$ cat config.mk
export PLATFORM = sky130hd
export DESIGN_NAME = debug_dump_sequencer_flat
export DESIGN_NICKNAME = d
export VERILOG_FILES = /design/src/rtl/debug_dump_sequencer_pkg.sv /design/src/rtl/debug_dump_sequencer_if.sv /design/src/rtl/debug_dump_sequencer_edge.sv /design/src/rtl/debug_dump_sequencer.sv /design/src/flat_wrapper.sv
export SDC_FILE = /design/constraint.sdc
export NUM_CORES = 1
export LEC_CHECK = 0
export ABC_AREA = 1
export CAP_MARGIN = 0
export CELL_PAD_IN_SITES_DETAIL_PLACEMENT = 0
export CELL_PAD_IN_SITES_GLOBAL_PLACEMENT = 1
export CORE_MARGIN = 5
export CORE_UTILIZATION = 26
export CTS_BUF_LIST = sky130_fd_sc_hd__clkbuf_16
export CTS_CLUSTER_SIZE = 40
export DETAILED_ROUTE_END_ITERATION = 8
export GPL_TIMING_DRIVEN = 0
export PLACE_DENSITY_LB_ADDON = 0.1
export SLEW_MARGIN = 10
export SYNTH_ARGS = -nofsm -noshare
export SYNTH_HDL_FRONTEND = slang
export SYNTH_SLANG_ARGS = --single-unit
$ cat constraint.sdc
create_clock -name clk -period 1.82 [get_ports clk]
set_clock_uncertainty 0.2 [all_clocks]
set_input_delay 0.364 -clock clk [delete_from_list [all_inputs] [get_ports clk]]
set_output_delay 0.364 -clock clk [all_outputs]
set_load 0.005 [all_outputs]
$ cat src/rtl/debug_dump_sequencer_pkg.sv
// debug_dump_sequencer_pkg: shared states, ASCII constants and nibble-to-hex helper for the debug dump
// Contents: package debug_pkg with state_e, CHAR_SP/CHAR_CR/CHAR_LF and hex_ascii()
package debug_pkg;

    typedef enum logic [3:0] {
        IDLE,
        FETCH,
        CAPT,
        HI,
        LO,
        SP,
        CR,
        LF,
        DONE
    } state_e;

    localparam logic [7:0] CHAR_SP = 8'h20;
    localparam logic [7:0] CHAR_CR = 8'h0D;
    localparam logic [7:0] CHAR_LF = 8'h0A;

    function automatic logic [7:0] hex_ascii(input logic [3:0] n);
        return (n < 4'd10) ? 8'h30 + {4'h0, n} : 8'h37 + {4'h0, n};
    endfunction

endpackage

$ cat src/rtl/debug_dump_sequencer_if.sv
// debug_dump_sequencer_if: shared memory read port and UART byte stream of the debug dump
// Signals: core_req/core_addr (1-Wire core claim), mem_addr/mem_rd_data (sync read port),
//          tx_data/tx_valid/tx_ready (valid/ready byte stream to the UART)
// Modports: master = dump sequencer, slave = memory, core and UART side
interface debug_dump_sequencer_if #(
    parameter int ADDR_W = 7
);

    logic              core_req;
    logic [ADDR_W-1:0] core_addr;
    logic [ADDR_W-1:0] mem_addr;
    logic [7:0]        mem_rd_data;
    logic [7:0]        tx_data;
    logic              tx_valid;
    logic              tx_ready;

    modport master (
        input  core_req, core_addr, mem_rd_data, tx_ready,
        output mem_addr, tx_data, tx_valid
    );

    modport slave (
        output core_req, core_addr, mem_rd_data, tx_ready,
        input  mem_addr, tx_data, tx_valid
    );

endinterface

$ cat src/rtl/debug_dump_sequencer_edge.sv
// dbg_edge_pending: registers memoryUpdated, detects its rising edge and keeps a coalescing pending flag
// Ports: clk, nRst (async active-low), level_i (memoryUpdated), busy_i (dump in progress),
//        clr_i (pending consumed), edge_o (rising edge seen this cycle), pending_o (edge seen while busy)
module dbg_edge_pending (
    input  logic clk,
    input  logic nRst,
    input  logic level_i,
    input  logic busy_i,
    input  logic clr_i,
    output logic edge_o,
    output logic pending_o
);

    logic sample_q, prev_q, pending_q, pending_d;

    assign edge_o    = sample_q & ~prev_q;
    assign pending_o = pending_q;

    // Clear wins: the cycle that consumes pending also consumes any edge arriving with it.
    always_comb pending_d = clr_i ? 1'b0 : (edge_o & busy_i) ? 1'b1 : pending_q;

    always_ff @(posedge clk or negedge nRst) begin
        if (!nRst) begin
            sample_q  <= 1'b0;
            prev_q    <= 1'b0;
            pending_q <= 1'b0;
        end else begin
            sample_q  <= level_i;
            prev_q    <= sample_q;
            pending_q <= pending_d;
        end
    end

endmodule

$ cat src/rtl/debug_dump_sequencer.sv
// debug_dump_sequencer: dumps the memory array as uppercase hex text lines over a valid/ready UART stream
// Ports: clk, nRst (async active-low), memoryUpdated (rising edge requests a dump),
//        dump_busy (dump in progress), bus (master side of debug_dump_sequencer_if)
module debug_dump_sequencer
    import debug_pkg::*;
#(
    parameter int MEM_DEPTH      = 128,
    parameter int ADDR_W         = 7,
    parameter int BYTES_PER_LINE = 8
) (
    input  logic                  clk,
    input  logic                  nRst,
    input  logic                  memoryUpdated,
    output logic                  dump_busy,
    debug_dump_sequencer_if.master bus
);

    localparam logic [ADDR_W-1:0] LAST_ADDR = ADDR_W'(MEM_DEPTH - 1);
    localparam logic [ADDR_W-1:0] BPL       = ADDR_W'(BYTES_PER_LINE);
    localparam logic [ADDR_W-1:0] BPL_LAST  = ADDR_W'(BYTES_PER_LINE - 1);

    state_e            state_q, state_d;
    logic [ADDR_W-1:0] addr_q, addr_d;
    logic [7:0]        byte_q, byte_d;
    logic              edge_s, pending_s, clr_s;

    dbg_edge_pending u_edge (
        .clk      (clk),
        .nRst     (nRst),
        .level_i  (memoryUpdated),
        .busy_i   (dump_busy),
        .clr_i    (clr_s),
        .edge_o   (edge_s),
        .pending_o(pending_s)
    );

    // The 1-Wire core always owns the read port when it asks for it.
    assign bus.mem_addr = bus.core_req ? bus.core_addr : addr_q;
    assign dump_busy    = (state_q != IDLE);

    always_comb begin
        state_d      = state_q;
        addr_d       = addr_q;
        byte_d       = byte_q;
        clr_s        = 1'b0;
        bus.tx_valid = 1'b0;
        bus.tx_data  = 8'h00;
        case (state_q)
            IDLE: begin
                if (edge_s) begin
                    state_d = FETCH;
                    addr_d  = '0;
                end
            end
            FETCH: state_d = bus.core_req ? FETCH : CAPT;
            // Data belongs to the address issued in FETCH, so a core claim now cannot corrupt it.
            CAPT: begin
                byte_d  = bus.mem_rd_data;
                state_d = HI;
            end
            HI: begin
                bus.tx_valid = 1'b1;
                bus.tx_data  = hex_ascii(byte_q[7:4]);
                if (bus.tx_ready) state_d = LO;
            end
            LO: begin
                bus.tx_valid = 1'b1;
                bus.tx_data  = hex_ascii(byte_q[3:0]);
                if (bus.tx_ready) state_d = ((addr_q % BPL) == BPL_LAST) ? CR : SP;
            end
            SP: begin
                bus.tx_valid = 1'b1;
                bus.tx_data  = CHAR_SP;
                if (bus.tx_ready) begin
                    addr_d  = addr_q + 1'b1;
                    state_d = FETCH;
                end
            end
            CR: begin
                bus.tx_valid = 1'b1;
                bus.tx_data  = CHAR_CR;
                if (bus.tx_ready) state_d = LF;
            end
            LF: begin
                bus.tx_valid = 1'b1;
                bus.tx_data  = CHAR_LF;
                if (bus.tx_ready) begin
                    addr_d  = (addr_q == LAST_ADDR) ? addr_q : addr_q + 1'b1;
                    state_d = (addr_q == LAST_ADDR) ? DONE : FETCH;
                end
            end
            DONE: begin
                if (pending_s || edge_s) begin
                    clr_s   = 1'b1;
                    addr_d  = '0;
                    state_d = FETCH;
                end else begin
                    state_d = IDLE;
                end
            end
            default: state_d = IDLE;
        endcase
    end

    always_ff @(posedge clk or negedge nRst) begin
        if (!nRst) begin
            state_q <= IDLE;
            addr_q  <= '0;
            byte_q  <= 8'h00;
        end else begin
            state_q <= state_d;
            addr_q  <= addr_d;
            byte_q  <= byte_d;
        end
    end

endmodule

$ cat src/flat_wrapper.sv
// flat-port wrapper written by rule: the top's interface ports become plain ports
module debug_dump_sequencer_flat import debug_pkg::*;
#(
    parameter int MEM_DEPTH      = 128,
    parameter int ADDR_W         = 7,
    parameter int BYTES_PER_LINE = 8
)
  (clk, nRst, memoryUpdated, dump_busy, bus_core_req, bus_core_addr, bus_mem_rd_data, bus_tx_ready, bus_mem_addr, bus_tx_data, bus_tx_valid);
  debug_dump_sequencer_if #(.ADDR_W(ADDR_W)) bus_i ();
  input  logic clk;
  input  logic nRst;
  input  logic memoryUpdated;
  output logic dump_busy;
  input wire logic [$bits(bus_i.core_req)-1:0] bus_core_req;
  input wire logic [$bits(bus_i.core_addr)-1:0] bus_core_addr;
  input wire logic [$bits(bus_i.mem_rd_data)-1:0] bus_mem_rd_data;
  input wire logic [$bits(bus_i.tx_ready)-1:0] bus_tx_ready;
  output wire logic [$bits(bus_i.mem_addr)-1:0] bus_mem_addr;
  output wire logic [$bits(bus_i.tx_data)-1:0] bus_tx_data;
  output wire logic [$bits(bus_i.tx_valid)-1:0] bus_tx_valid;
  assign bus_i.core_req = bus_core_req;
  assign bus_i.core_addr = bus_core_addr;
  assign bus_i.mem_rd_data = bus_mem_rd_data;
  assign bus_i.tx_ready = bus_tx_ready;
  assign bus_mem_addr = bus_i.mem_addr;
  assign bus_tx_data = bus_i.tx_data;
  assign bus_tx_valid = bus_i.tx_valid;
  debug_dump_sequencer #(.MEM_DEPTH(MEM_DEPTH), .ADDR_W(ADDR_W), .BYTES_PER_LINE(BYTES_PER_LINE)) u_core (.clk(clk), .nRst(nRst), .memoryUpdated(memoryUpdated), .dump_busy(dump_busy), .bus(bus_i));
endmodule
==> results of run 1 <==
-- path summary, 6_finish.rpt --
kind	start	slack, ps	cells past startpoint	to
min in group asynchronous	nRst	430	2	u_core.addr_q[1]
setup / recovery	u_core.state_q[2]	-220	7	bus_tx_data[2]
hold / removal	u_core.u_edge.sample_q	200	0	u_core.u_edge.prev_q
setup reg to reg	u_core.state_q[3]	90	10	u_core.addr_q[4]
max in group asynchronous	nRst	580	2	u_core.byte_q[6]
hold reg to reg	u_core.u_edge.sample_q	200	0	u_core.u_edge.prev_q
-- cell type report --
cell class	instances	area, um2
Tap cell	75	93.84
Inverter	28	125.1
Sequential cell	22	556.8
Buffer	4	45.04
Fill cell	626	3523
Clock buffer	3	75.07
Timing Repair Buffer	63	524.3
Clock inverter	1	3.754
Multi-Input combinational cell	166	1008
-- synthesized netlist by cell type (all sizes together) --
cell type | instances | area, um2
o22ai | 1 | 6.260
o21ai | 9 | 45.04
a21oi | 9 | 45.04
inv | 28 | 107.6
nand3b | 2 | 15.01
dfrtp | 22 | 550.5
nor2 | 23 | 130.1
mux2 | 4 | 52.55
o211ai | 4 | 30.03
ha | 4 | 50.05
o21bai | 1 | 7.510
nor3 | 3 | 20.02
nand2 | 77 | 336.6
nand3 | 23 | 137.6
clkbuf | 1 | 3.750
conb | 1 | 3.750
a22o | 1 | 8.760
xor2 | 1 | 8.760
buf | 3 | 30.03
nand4 | 3 | 18.77
-- repair_timing --
| action | CTS | global route |
|---|---|---|
| gates resized for setup | 77 | 22 |
| setup endpoints to repair | 16 | 21 |
| pin swaps | 17 | 16 |
| hold buffers | 0 | 1 |
| endpoints found under the hold margin | 0 | 22 |
| setup buffers | 23 | 4 |
-- worst max-delay path: stages, from the launching register on --
cell and delay, ps:
dfrtp_2 460, nor2_4 180, nand3_4 110, inv_4 80
buf_6 80, o211ai_1 90, nand3_1 90, buf_2 120
-- power breakdown --
| group | internal [mW] | switching, mW |
|---|---|---|
| Sequential | 0.638 | 0.147 |
| Clock | 0.294 | 0.195 |
| Combinational | 0.885 | 1.04 |
| Total | 1.82 | 1.38 |
-- metrics by stage --
step / worst slack [ps] / utilization (%) / area, um2 / setup TNS [ps]
2_1_floorplan: 138.3 / - / 1608 / 0
3_3_place_gp: -705.0 / 34.45 / 2052 / -12130
3_5_place_dp: -686.0 / 34.45 / 2052 / -11860
4_1_cts: -223.9 / 39.62 / 2360 / -1484
5_1_grt: -287.0 / 40.84 / 2432 / -2212
6_report: -222.6 / 40.84 / 2432 / -1574
-- registers in the layout, summed over array words and instances, names as in the netlist --
signal	flops
u_core.u_edge.sample_q	1
u_core.u_edge.pending_o	1
u_core.byte_q	8
u_core.u_edge.prev_q	1
u_core.state_q	4
u_core.addr_q	7
-- cells by family (layout without fill, tap and decap cells) --
logic type	Yosys count	in the layout	synth area share (%)
adders and majority gates	4	4	3.113
and+or+nand+nor	131	131	40.93
other	1	1	0.2332
xor gates and xnor gates	1	1	0.5448
muxes	4	4	3.268
DFF	22	22	34.24
AOI/OAI and AO/OA	25	25	8.872
buffers and inverters	32	99	8.794
-- per-layer routing --
layer	wire, um	vias to the layer above	share of wire (%)	track usage [%]
met4	47	0	1.0	3.709
met5	0	-	0	0
met3	192	4	4.2	1.955
met2	2210	26	49	20.51
met1	2087	742	46	17.13
li1	-	841	-	-
==> metrics, run 1 <==
status complete, but fails checks; failing checks setup timing; vias in the first global route 1,604; pwr dens 1316 mW/mm2; Synth Net Count 244; Tcrit/Tclk final 112.2%; Mapped Cells 220; row count 28; Max Transition Viols Final 0; distinct cell type count after synthesis 33; Startpoint Class flip-flop; layout cell share with drive strength beyond 1 36.59%; nets 312; Layout Cells excl Fill 362; total power 3.201 mW; final setup fails 9; critical path arrival 1480 ps; Iteration-0 DRC Markers 44; CTS tree done; f_max 0.4896 GHz; Buffers on Ports 35; placed cell count 330; commonest non-fill, non-tap cells in the layout 63 x nand2_1, 24 x buf_4, 19 x nand3_1, 17 x clkdlybuf4s50_1, 17 x dfrtp_1; measured slew at the worst slew-check pin 568.7 ps; I/O Pins 37; most common cell after layout, fill and taps aside nand2_1; Sink Count 22; Max-Cap Viols 0; P&R area growth vs syn 51.28%; core area 0.005956 mm2; GP Congestion 0.7972; CTS buffer count 3; CP required 1260 ps; Pre-Repair DR Iteration Count 4; post-synthesis sequential area ratio 34.24%; DPL Wire Length 3227 um; detailed-route DRC error count 0; Avg Cell Area, Syn 7.308 um2; Max VDD drop 0.6472 mV; total detailed-routing wirelength 4538 um; Chip Height 88.64 um; Tot GR Track Use 12.58%; HP Class flip-flop to flip-flop; clk slew on worst S/H paths 70 ps; Max transition margin 62.09%; largest net degree at the start of global routing 23; Post-DRT Antenna Nets 0; Min Hold Slack 196.8 ps; Syn Std Cell Area 0.001608 mm2; CTS root buffer clkbuf_16; critical path class flip-flop to output pin; Setup crit end kind output pin; register bit total from synthesis 22; first-pass GRT wire length 7790 um; RSZ-0062 raised after global routing true; Final WS setup -222.6 ps; Die W 88.64 um; global route overflow 0; Hold Fails Final Rpt 0; Lkg Pwr 1.197 nW; via density per instance 4.456; worst-skew pair later-pin latency 260 ps; Clock Path Buffers 2; number of diodes 0; Ys Warns 0; initial antenna violation count 0; Die ar. 0.007856 mm2; initial core utilization 27.00%; WL per Instance 12.54 um; vias post-DR 1,613; Period minus WS final 2043 ps; H-tree depth 1; CP Max Fanout 4
No activity file was read; power rests on OpenSTA's default activity.
==> run 2, diff against run 1 <==
Settings changed: CTS_CLUSTER_DIAMETER set to 30, DONT_BUFFER_PORTS set to 1.
==> run 2 against run 1 <==
  * The flow still finishes with violations (setup timing)
  * Utilization shrank 3.7 points
  * Via count shrank 7.7%
  * Highest routed layer unchanged
  * Routed wire length grew 0.13%
  * Flip-flop and latch count is the same
  * Combinational power grew 2%
  * Clock power shrank 2%
  * Cell count shrank 9.9%
  * Worst hold slack lost 140 ps
  * Clock-buffer cell count is the same
  * Sequential power grew 2.8%
  * Cell area shrank 9.0%
  * Power grew 1.7%
==> metrics, run 2 (synthesis gave the netlist of run 1 again) <==
status complete, but fails checks; failing checks setup timing; Setup TNS -227.6 ps; Post-DRT Antenna Nets 0; total detailed-routing wirelength 4544 um; Reg power frac 24.8%; via density per instance 4.564; Layout Cells excl Fill 326; global route overflow 0; layout cell share with drive strength beyond 1 39.04%; Slowest Stage Delay on Critical Path 420 ps; GP Congestion 0.7494; row count 28; Sink Count 22; cell family with most CP delay compound AO/OA/AOI/OAI gates; sw power 1.438 mW; Die W 88.64 um; Period minus WS final 1909 ps; r2r setup slk 80 ps; critical path class flip-flop to output pin; Comb power frac 60.5%; WL per Instance 13.94 um; met2 Usage GRT 20.78%; Hold Crit Depth 1; Worst Hold Launch bus_mem_rd_data[7]; CP required 1260 ps; biggest regs u_core.byte_q x8, u_core.addr_q x7, u_core.state_q x4; vias in the first global route 1,489; Slowest-stage cell, CP dfrtp_1; final setup fails 7; Clock Path Buffers 2; f_max 0.5238 GHz; hold path endpoint u_core.byte_q[7]; CP Max Fanout 6; Reg2Reg Capture Point u_core.addr_q[5]; most common cell after layout, fill and taps aside nand2_1; initial core utilization 27.00%; number of diodes 0; largest net degree at the start of global routing 23; core area 0.005956 mm2; initial antenna violation count 0; Tcrit/Tclk final 104.9%; Buf/Inv on CP 1; nets 277; Die ar. 0.007856 mm2; layout filler cell count 630; worst-skew pair later-pin latency 260 ps; cell depth of the worst setup path 4; P&R area growth vs syn 37.74%; CTS root buffer clkbuf_16; clock power share 14.7%; HP Class input port to flip-flop; first-pass GRT wire length 7245 um; critical path arrival 1350 ps; vias post-DR 1,488; sw frac 44.18%; Max VDD drop 0.6930 mV; worst reg2reg path depth 11; Min Hold Slack 54.67 ps; Setup crit end kind output pin; Hold Fails Final Rpt 0; r2r startpoint u_core.state_q[0]; layer with the highest usage met2; Final WS setup -89.25 ps; detailed-route DRC error count 0; Iteration-0 DRC Markers 37; RSZ-0062 raised after global routing true; CTS tree done; met1 Track Usage GR 15.24%; Largest register FFs 8; Chip Height 88.64 um; Buffers on Ports 0; commonest non-fill, non-tap cells in the layout 61 x nand2_1, 21 x buf_4, 18 x dfrtp_1, 16 x nor2_1, 14 x nand3_1; Post-Place Cell Area 0.001702 mm2; Pre-Repair DR Iteration Count 4; Max-Cap Viols 0; fin area 0.002215 mm2; I/O Pins 37; DPL Wire Length 3211 um; CTS buffer count 3; H-tree depth 1; Top reg by flops u_core.byte_q; clk slew on worst S/H paths 60 ps; Startpoint Class flip-flop; Lkg Pwr 1.055 nW; Cell Chain, Critical Path o21ai_2, inv_2, o211ai_1, nand3_1; placed cell count 295; pwr dens 1470 mW/mm2; Internal 1.817 mW; GR Util met3 2.235%; Tot GR Track Use 12.03%; Max Transition Viols Final 0
## run 2: worst register-to-register path: stages, from the launching register on
cell     delay, ps
dfrtp_1        370
buf_6          140
buf_4          140
nand3_4         90
buf_6          140
inv_4           60
nand2_4         60
nand2_4         60
nor2_8         160
nand2_4        100
nand2_1         70
nand2_1         40
## run 2: worst max-delay path by stage
stage	from	end	slack, ps
CTS	u_core.byte_q[5]	bus_tx_data[2]	-100
detailed placement	u_core.byte_q[6]	bus_tx_data[4]	-60
floorplan	u_core.byte_q[6]	bus_tx_data[4]	140
global route	u_core.byte_q[5]	bus_tx_data[1]	-160
global placement	u_core.byte_q[6]	bus_tx_data[1]	-80
finish	u_core.byte_q[5]	bus_tx_data[1]	-90
## run 2: timing repair
| item | CTS | global route |
|---|---|---|
| setup buffers | 17 | 10 |
| resized for setup | 35 | 23 |
| setup endpoints to repair | 7 | 19 |
| pin swaps | 13 | 17 |
| gates cloned | 0 | 0 |
| hold endpoints to repair | 23 | 0 |
| hold buffers | 3 | 0 |
## run 2: stage by stage
stage / worst slack (ps) / utilization, % / power (mW)
after floorplan: 138.3 / - / 1.779
after global placement: -78.46 / 28.57 / 2.082
after detailed placement: -64.04 / 28.57 / 2.058
after CTS: -103.0 / 34.64 / 2.959
after global routing: -160.4 / 37.18 / 3.512
final: -89.25 / 37.18 / 3.254
## run 2: power by group through the flow
| stage | sequential (mW) | clock [mW] | combinational (mW) |
|---|---|---|---|
| finish | 0.807 | 0.479 | 1.97 |
| global route | 0.823 | 0.511 | 2.18 |
| floorplan | 0.740 | 0 | 1.04 |
| global placement | 0.776 | 0 | 1.31 |
| CTS | 0.795 | 0.499 | 1.66 |
| detailed placement | 0.775 | 0 | 1.28 |
## run 2: cell type report
class	count	area, um2	share of cell area (%)
multi-input combinational	166	1075	48.53
sequential	22	555.5	25.08
timing repair buffer	28	264.0	11.92
inverter	28	117.6	5.311
tap	75	93.84	4.237
clock buffer	3	75.07	3.390
buffer	4	33.78	1.525
## run 2: routing by layer
metal	wire length [um]	up-vias	share of wire [%]
met5	0	-	0
met2	2275	23	50
met3	137	5	3.0
li1	-	776	-
met4	32	0	0.70
met1	2099	684	46
==> run 3, diff against run 2 <==
Settings changed: CTS_BUF_LIST sky130_fd_sc_hd__clkbuf_16 to not set.
==> run 3 against run 2 <==
  * The run still ends with setup timing left
  * Critical path depth stayed put
  * Flip-flop and latch count stayed put
  * Worst hold slack worse by 13 ps
  * Register-to-register slack hardly changed
  * Worst setup slack worse by 32 ps
  * Die area stayed put
  * Routed wire length is 0.73% lower
  * Critical path type unchanged
  * Largest cell class unchanged
  * Highest routed layer unchanged
==> metrics, run 3 (synthesis gave the netlist of run 1 again) <==
status complete, but fails checks; failing checks setup timing; Post-DRT Antenna Nets 0; total detailed-routing wirelength 4511 um; nets 279; Setup crit end kind output pin; largest net degree at the start of global routing 23; worst-skew pair later-pin latency 270 ps; Max-Cap Viols 0; Tcrit/Tclk final 106.7%; layout cell share with drive strength beyond 1 39.13%; CTS root buffer clkbuf_8; Period minus WS final 1942 ps; core area 0.005956 mm2; row count 28; HP Class input port to flip-flop; P&R area growth vs syn 36.96%; most common cell after layout, fill and taps aside nand2_1; Max VDD drop 0.5960 mV; RSZ-0062 raised after global routing true; GP Congestion 0.7494; pwr dens 1406 mW/mm2; biggest regs u_core.byte_q x8, u_core.addr_q x7, u_core.state_q x4; Min Hold Slack 41.23 ps; WL per Instance 13.75 um; vias post-DR 1,496; H-tree depth 1; Clock Path Buffers 2; placed cell count 295; Sink Count 22; Largest register FFs 8; initial core utilization 27.00%; Hold Fails Final Rpt 0; Top reg by flops u_core.byte_q; initial antenna violation count 0; Max Transition Viols Final 0; commonest non-fill, non-tap cells in the layout 59 x nand2_1, 23 x buf_4, 19 x dfrtp_1, 16 x nor2_1, 15 x nand3_1; Tot GR Track Use 12.15%; CP Max Fanout 6; detailed-route DRC error count 0; Die ar. 0.007856 mm2; Hold Crit Depth 1; first-pass GRT wire length 7300 um; critical path arrival 1380 ps; Iteration-0 DRC Markers 28; number of diodes 0; Pre-Repair DR Iteration Count 4; f_max 0.5150 GHz; worst reg2reg path depth 9; vias in the first global route 1,480; critical path class flip-flop to output pin; DPL Wire Length 3211 um; CP required 1260 ps; Die W 88.64 um; CTS tree done; global route overflow 0; clk slew on worst S/H paths 80 ps; Lkg Pwr 1.053 nW; Startpoint Class flip-flop; I/O Pins 37; Chip Height 88.64 um; via density per instance 4.561; final setup fails 7; Buffers on Ports 0; Layout Cells excl Fill 328; Final WS setup -121.6 ps; CTS buffer count 3
run 3: cell count changes in the layout (fill, tap and decap cells not counted), moves of 2 or more:
cell,previous run,this run
clkbuf_16,3,0
clkbuf_8,0,3
buf_4,21,23
nand2_1,61,59
run 3: through the flow:
step | instance area, um2 | TNS, ps | total power, mW | util [%] | setup slack (ps)
2_1_floorplan | 1608 | 0 | 1.779 | - | 138.3
3_3_place_gp | 1702 | -274.2 | 2.082 | 28.57 | -78.46
3_5_place_dp | 1702 | -158.4 | 2.058 | 28.57 | -64.04
4_1_cts | 2039 | -482.0 | 2.823 | 34.24 | -128.9
5_1_grt | 2202 | -951.3 | 3.355 | 36.97 | -200.3
6_report | 2202 | -446.9 | 3.097 | 36.97 | -121.6
run 3: path summary, 6_finish.rpt:
kind	startpoint	endpoint	slack (ps)
setup / recovery	u_core.byte_q[5]	bus_tx_data[1]	-120
hold / removal	bus_mem_rd_data[7]	u_core.byte_q[7]	40
setup reg to reg	u_core.state_q[3]	u_core.state_q[1]	80
hold reg to reg	u_core.u_edge.sample_q	u_core.u_edge.prev_q	210
max in group asynchronous	nRst	u_core.state_q[1]	940
min in group asynchronous	nRst	u_core.state_q[0]	320
run 3: final cells by class:
cell class / count / area (um2)
clock buffer: 3 / 41.29
fill: 617 / 3754
tap: 75 / 93.84
sequential: 22 / 554.3
timing repair buffer: 30 / 279.0
multi-input combinational: 166 / 1082
inverter: 28 / 117.6
buffer: 4 / 33.78
run 3: repair_timing:
action                                 in CTS  in global routing
cloned                                      0                  0
pin swaps                                  15                 15
gates resized for setup                    36                 22
setup buffers                              18                 11
endpoints found under the hold margin      23                  0
hold buffers                                3                  0
setup endpoints to repair                   8                 21
run 3: critical path, cell delays in order, from the launching register on:
cell and delay (ps):
dfrtp_1 430, o21ai_2 200, inv_2 90, o211ai_1 240
nand3_1 140
run 3: per-layer routing:
layer / GRT usage (%) / vias up / wire length (um)
met5: 0 / - / 0
met1: 15.30 / 689 / 2072
met4: 4.396 / 0 / 64
met2: 20.85 / 23 / 2254
li1: - / 777 / -
met3: 1.955 / 7 / 119
run 3: report_power, final:
group | total, mW | switching [mW] | internal, mW
Combinational | 1.97 | 1.08 | 0.889
Clock | 0.323 | 0.174 | 0.148
Sequential | 0.807 | 0.173 | 0.634
